[config.mk]
export PLATFORM = sky130hd
export DESIGN_NAME = pc_sequencer_flat
export DESIGN_NICKNAME = d
export VERILOG_FILES = /design/src/rtl/pc_sequencer_if.sv /design/src/rtl/pc_sequencer.sv /design/src/flat_wrapper.sv
export SDC_FILE = /design/constraint.sdc
export NUM_CORES = 1
export LEC_CHECK = 0
export ABC_AREA = 1
export CAP_MARGIN = 15
export CELL_PAD_IN_SITES_DETAIL_PLACEMENT = 2
export CELL_PAD_IN_SITES_GLOBAL_PLACEMENT = 2
export CORE_ASPECT_RATIO = 0.6
export CORE_MARGIN = 2
export CORE_UTILIZATION = 27
export DETAILED_ROUTE_END_ITERATION = 8
export PLACE_DENSITY = 0.89
export SLEW_MARGIN = 0
export SYNTH_ARGS = -nofsm -noshare
export SYNTH_HDL_FRONTEND = slang
export SYNTH_SLANG_ARGS = --single-unit
[constraint.sdc]
create_clock -name clock -period 4.9 [get_ports clock]
set_input_delay 0.49 -clock clock [delete_from_list [all_inputs] [get_ports clock]]
set_output_delay 0.49 -clock clock [all_outputs]
set_load 0.03 [all_outputs]
[src/rtl/pc_sequencer_if.sv]
`default_nettype none
// ============================================================================
// Module   : pc_sequencer_if
// Brief    : Branch-control / PC bus between the decode-ALU stage and the
//            program-counter sequencer.
// Revision : 1.0  initial release
// ============================================================================
interface pc_sequencer_if #(
    parameter int PC_WIDTH = 16
);
    logic                stall;
    logic [2:0]          br_type;
    logic                alu_zero;
    logic [PC_WIDTH-1:0] signext;
    logic [PC_WIDTH-1:0] reg_target;
    logic [PC_WIDTH-1:0] pc;
    logic [PC_WIDTH-1:0] link_out;
    logic                redirect;
    logic                ras_full;
    logic                ras_empty;
    logic                ras_underflow;

    modport master (
        output stall, br_type, alu_zero, signext, reg_target,
        input  pc, link_out, redirect, ras_full, ras_empty, ras_underflow
    );

    modport slave (
        input  stall, br_type, alu_zero, signext, reg_target,
        output pc, link_out, redirect, ras_full, ras_empty, ras_underflow
    );
endinterface
`default_nettype wire

[src/rtl/pc_sequencer.sv]
`default_nettype none
// ============================================================================
// Module   : pc_sequencer
// Brief    : LEGLite program counter with SEQ/CBZ/CBNZ/B/BL/BR/RET selection,
//            stall, and a circular return-address stack when PC_RAS_EN is
//            defined (single link register otherwise).
// Revision : 1.0  initial release
// ============================================================================
module pc_sequencer #(
    parameter int                  PC_WIDTH    = 16,
    parameter int                  INSTR_SHIFT = 1,
    parameter logic [PC_WIDTH-1:0] RESET_PC    = '0,
    parameter int                  RAS_DEPTH   = 4
) (
    input  wire logic     clock,
    input  wire logic     reset,
    pc_sequencer_if.slave bus
);
    localparam logic [PC_WIDTH-1:0] c_step = PC_WIDTH'(1) << INSTR_SHIFT;

    logic [PC_WIDTH-1:0] r_pc;
    logic                r_redirect;
    logic [PC_WIDTH-1:0] w_seq_pc;
    logic [PC_WIDTH-1:0] w_target_pc;
    logic [PC_WIDTH-1:0] w_next_pc;
    logic [PC_WIDTH-1:0] w_link;
    logic                w_link_valid;
    logic                w_taken;
    logic                w_push;

    assign w_seq_pc    = r_pc + c_step;
    assign w_target_pc = r_pc + (bus.signext << INSTR_SHIFT);

    always_comb begin
        w_next_pc = w_seq_pc;
        w_taken   = 1'b0;
        w_push    = 1'b0;
        case (bus.br_type)
            3'b001: if (bus.alu_zero) begin
                w_next_pc = w_target_pc;
                w_taken   = 1'b1;
            end
            3'b010: if (!bus.alu_zero) begin
                w_next_pc = w_target_pc;
                w_taken   = 1'b1;
            end
            3'b011: begin
                w_next_pc = w_target_pc;
                w_taken   = 1'b1;
            end
            3'b100: begin
                w_next_pc = w_target_pc;
                w_taken   = 1'b1;
                w_push    = 1'b1;
            end
            3'b101: begin
                w_next_pc = bus.reg_target;
                w_taken   = 1'b1;
            end
            3'b110: begin
                w_next_pc = w_link_valid ? w_link : bus.reg_target;
                w_taken   = 1'b1;
            end
            default: ;
        endcase
    end

    // A stalled cycle never requests a flush, even if the held instruction branches.
    always_ff @(posedge clock) begin
        if (reset) begin
            r_pc       <= RESET_PC;
            r_redirect <= 1'b0;
        end else if (bus.stall) begin
            r_redirect <= 1'b0;
        end else begin
            r_pc       <= w_next_pc;
            r_redirect <= w_taken;
        end
    end

    assign bus.pc       = r_pc;
    assign bus.redirect = r_redirect;

`ifdef PC_RAS_EN
    localparam int                 c_ptr_w = (RAS_DEPTH > 1) ? $clog2(RAS_DEPTH) : 1;
    localparam int                 c_cnt_w = c_ptr_w + 1;
    localparam logic [c_cnt_w-1:0] c_full  = c_cnt_w'(RAS_DEPTH);

    logic [PC_WIDTH-1:0] r_ras [RAS_DEPTH];
    logic [c_ptr_w-1:0]  r_wr_ptr;
    logic [c_cnt_w-1:0]  r_count;
    logic                r_underflow;
    logic [c_ptr_w-1:0]  w_top_ptr;
    logic                w_ret;

    assign w_ret        = (bus.br_type == 3'b110);
    assign w_top_ptr    = r_wr_ptr - c_ptr_w'(1);
    assign w_link_valid = (r_count != '0);
    assign w_link       = r_ras[w_top_ptr];

    // Write pointer wraps freely so a push on a full stack overwrites the oldest entry.
    always_ff @(posedge clock) begin
        if (!reset && !bus.stall && w_push) begin
            r_ras[r_wr_ptr] <= w_seq_pc;
        end
    end

    always_ff @(posedge clock) begin
        if (reset) begin
            r_wr_ptr    <= '0;
            r_count     <= '0;
            r_underflow <= 1'b0;
        end else if (!bus.stall) begin
            if (w_push) begin
                r_wr_ptr <= r_wr_ptr + c_ptr_w'(1);
                if (r_count != c_full) begin
                    r_count <= r_count + c_cnt_w'(1);
                end
            end else if (w_ret) begin
                if (w_link_valid) begin
                    r_wr_ptr <= w_top_ptr;
                    r_count  <= r_count - c_cnt_w'(1);
                end else begin
                    r_underflow <= 1'b1;
                end
            end
        end
    end

    assign bus.link_out      = w_link_valid ? w_link : '0;
    assign bus.ras_full      = (r_count == c_full);
    assign bus.ras_empty     = (r_count == '0);
    assign bus.ras_underflow = r_underflow;
`else
    localparam int c_unused_ras_depth = RAS_DEPTH;

    logic [PC_WIDTH-1:0] r_link;

    // RET reads the link register but leaves it intact for repeated returns.
    always_ff @(posedge clock) begin
        if (reset) begin
            r_link <= '0;
        end else if (!bus.stall && w_push) begin
            r_link <= w_seq_pc;
        end
    end

    assign w_link            = r_link;
    assign w_link_valid      = 1'b1;
    assign bus.link_out      = r_link;
    assign bus.ras_full      = 1'b0;
    assign bus.ras_empty     = 1'b0;
    assign bus.ras_underflow = 1'b0;
`endif

endmodule
`default_nettype wire

[src/flat_wrapper.sv]
// flat-port wrapper written by rule: the top's interface ports become plain ports
module pc_sequencer_flat 
#(
    parameter int                  PC_WIDTH    = 16,
    parameter int                  INSTR_SHIFT = 1,
    parameter logic [PC_WIDTH-1:0] RESET_PC    = '0,
    parameter int                  RAS_DEPTH   = 4
)
  (clock, reset, bus_stall, bus_br_type, bus_alu_zero, bus_signext, bus_reg_target, bus_pc, bus_link_out, bus_redirect, bus_ras_full, bus_ras_empty, bus_ras_underflow);
  pc_sequencer_if #(.PC_WIDTH(PC_WIDTH)) bus_i ();
  input  wire logic clock;
  input  wire logic reset;
  input wire logic [$bits(bus_i.stall)-1:0] bus_stall;
  input wire logic [$bits(bus_i.br_type)-1:0] bus_br_type;
  input wire logic [$bits(bus_i.alu_zero)-1:0] bus_alu_zero;
  input wire logic [$bits(bus_i.signext)-1:0] bus_signext;
  input wire logic [$bits(bus_i.reg_target)-1:0] bus_reg_target;
  output wire logic [$bits(bus_i.pc)-1:0] bus_pc;
  output wire logic [$bits(bus_i.link_out)-1:0] bus_link_out;
  output wire logic [$bits(bus_i.redirect)-1:0] bus_redirect;
  output wire logic [$bits(bus_i.ras_full)-1:0] bus_ras_full;
  output wire logic [$bits(bus_i.ras_empty)-1:0] bus_ras_empty;
  output wire logic [$bits(bus_i.ras_underflow)-1:0] bus_ras_underflow;
  assign bus_i.stall = bus_stall;
  assign bus_i.br_type = bus_br_type;
  assign bus_i.alu_zero = bus_alu_zero;
  assign bus_i.signext = bus_signext;
  assign bus_i.reg_target = bus_reg_target;
  assign bus_pc = bus_i.pc;
  assign bus_link_out = bus_i.link_out;
  assign bus_redirect = bus_i.redirect;
  assign bus_ras_full = bus_i.ras_full;
  assign bus_ras_empty = bus_i.ras_empty;
  assign bus_ras_underflow = bus_i.ras_underflow;
  pc_sequencer #(.PC_WIDTH(PC_WIDTH), .INSTR_SHIFT(INSTR_SHIFT), .RESET_PC(RESET_PC), .RAS_DEPTH(RAS_DEPTH)) u_core (.clock(clock), .reset(reset), .bus(bus_i));
endmodule
==> out/qor.yml <==
setup_path:
  worstPathArrival_ns: 2.55
  worst-setup-path-type: "in -> reg"
  r2r_cells: 13
  path_max_fanout: 4
  worstSetupEndpointType: "flop"
  r2r_slack_ns: 2.78
  cp-start-kind: "input pin"
  critical_path_required_ns: 5.13
grt:
  grt_pass1_vias: 3581
  grt_max_degree: 21
  grt_util_all_layers: 0.211
  grt_pass1_wl_mm: 18.8
  overflow: 0
  grt_antenna_before_repair: 0
clocking:
  hold_buffers: 0
  numCtsBuffers: 5
  clock_sinks: 33
  cts_buffer_depth: 2
  clock_latency_ns: 0.28
  post_cts_buffers: 0
  cts.clk_slew.worst_paths_ns: 0.06
  root_buffer: "clkbuf_16"
  cts-htree-levels: 2
  cts_tree: "built"
  post_cts_resized: 0
logic_synthesis:
  synth_area_um2: 2840
  async_reset_ff_frac: 0
  yosys_warnings: 0
  ys_seq_elements: 33
  yosysUniqueCellTypes: 32
  syn_area_per_cell_um2: 5.97
  synth_cells: 476
  yosysSeqAreaShare: 0.232
  synth-edff-count: 0
  ys.flop_type: "dfxtp_1"
die:
  dieArea_um2: 11400
  ioPinCount: 75
  die_width_um: 136
  core_um2: 10100
  fp.dieH_um: 83.5
  initial_core_util: 0.283
  rows: 28
detailed_routing:
  route.met3.wl_um: 490
  top_layer: "met4"
  drt-met1-wl_mm: 5.63
  wl_met2_mm: 5.53
  viasPerCell: 4.97
  drt_iter0_drc: 130
  vias: 3362
  detail-route-antenna-nets: 0
  first_pass_iters: 4
  route.detailed.drc: 0
  routed_wl_mm: 11.7
  wl_per_cell_um: 17.3
final_layout:
  drive_above_1_share: 0.0480
  area_growth_pct: 34.3
  final_area_um2: 3820
  final_nets: 596
  layout_common_cells: "nand2_1, inv_1, clkdlybuf4s50_1, nor2_1, a21oi_1"
  n_fill_cell: 1240
  diodes: 0
  layout_commonest_cell: "nand2_1"
min_path:
  holdPathStages: 2
  hold_class: "reg -> reg"
placement:
  preCtsSetupSlack_ns: 2.27
  port_buffers: 70
  postPlaceCellArea_um2: 3650
  gp_congestion: 0.830
  post-dp-hpwl_mm: 9.33
sta:
  rsz0062_at_grt: "no"
  max_slew_margin: 0.571
  setup_viol: 0
  fin_skew_ns: 0.00638
  fmax_mhz: 432
  maxSlewViolCount: 0
  period_needed_ns: 2.32
  timing.hold.ws_ns: 0.487
  hold_viol_final: 0
  setup_ws_ns: 2.58
  min_period_over_period: 0.473
  tightestPinTransition_ns: 0.642
  tns_ns: 0
pwr:
  powerDensity_nw_per_um2: 268
  ir_drop_mv: 0.127
  power.leakage_nw: 1.77
outcome:
  outcome: "complete, no violations"
flow_run:
  maxCapViolCount: 0
==> final timing paths <==
kind | start | to
worst max-delay path | bus_signext[0] | u_core.bus.pc[11]$_SDFFE_PP0N_
worst min-delay path | u_core.bus.link_out[0]$_SDFFE_PP0P_ | u_core.bus.link_out[0]$_SDFFE_PP0P_
worst max register to register | u_core.bus.pc[1]$_SDFFE_PP0N_ | u_core.bus.pc[11]$_SDFFE_PP0N_
worst min register to register | u_core.bus.link_out[0]$_SDFFE_PP0P_ | u_core.bus.link_out[0]$_SDFFE_PP0P_
==> synth_stat cells (8+ instances only) <==
cell / number / area, µm²
o21ai_0: 22 / 110
nand2_1: 103 / 387
ha_1: 15 / 188
xor2_1: 8 / 70.1
o22ai_1: 16 / 100
nand4_1: 8 / 50.1
inv_1: 94 / 353
nor2_1: 51 / 191
a21oi_1: 38 / 190
nand3_1: 33 / 165
dfxtp_1: 33 / 661
==> routing by layer <==
layer / global-route usage / up-vias
li1: - / 1640
met2: 0.351 / 77
met1: 0.287 / 1637
met3: 0.0461 / 8
met5: 0 / -
met4: 0.0218 / 0
==> cells by family (layout without fill, tap and decap cells) <==
group,after synthesis,count (layout),share of synthesized area
adder cells (fa/ha/maj),16,16,0.0731
buffers and inverters,114,178,0.160
flip-flops,33,33,0.232
AND/OR/NAND/NOR,214,214,0.334
XOR/XNOR,10,10,0.0308
other,1,3,0.00132
AO/OA/AOI/OAI,88,88,0.169
==> layout make-up <==
cell class / count / area, µm² / area share
Clock buffer: 7 / 143 / 0.0374
Clock inverter: 1 / 30.0 / 0.00786
Inverter: 99 / 374 / 0.0980
Multi-Input combinational cell: 331 / 1730 / 0.454
Sequential cell: 33 / 661 / 0.173
Tap cell: 135 / 169 / 0.0442
Timing Repair Buffer: 71 / 708 / 0.185
==> power by group <==
group,switching (W),total [W],internal [W]
Sequential,0.0000297,0.000315,0.000285
Clock,0.000127,0.000381,0.000254
Combinational,0.000202,0.000329,0.000127
Total,0.000358,0.00102,0.000667
==> worst max-delay path, stage by stage <==
cell and delay (ns):
clkdlybuf4s50_1 0.42, ha_1 0.23, fa_1 0.39, nand2_1 0.12, nand2_1 0.08, nand3_1 0.07, nand2_1 0.13, nand2_1 0.11
nand2_1 0.05, nand2_1 0.06, nand3_1 0.11, nand3_1 0.13, nand2_1 0.08, inv_1 0.06
==> through the flow <==
step | total power [W] | util | std cells
after CTS | 0.00103 | 0.380 | 677
after global placement | 0.000629 | 0.363 | 669
final | 0.00102 | 0.380 | 677
after global routing | 0.00109 | 0.380 | 677
after floorplan | 0.000515 | - | 478
after detailed placement | 0.000648 | 0.363 | 669
==> sequential cells by signal, summed over array words and instances (netlist names) <==
register	flops
u_core.bus.pc	16
u_core.bus.redirect	1
u_core.bus.link_out	16
Power figures use the tool's default switching activity.
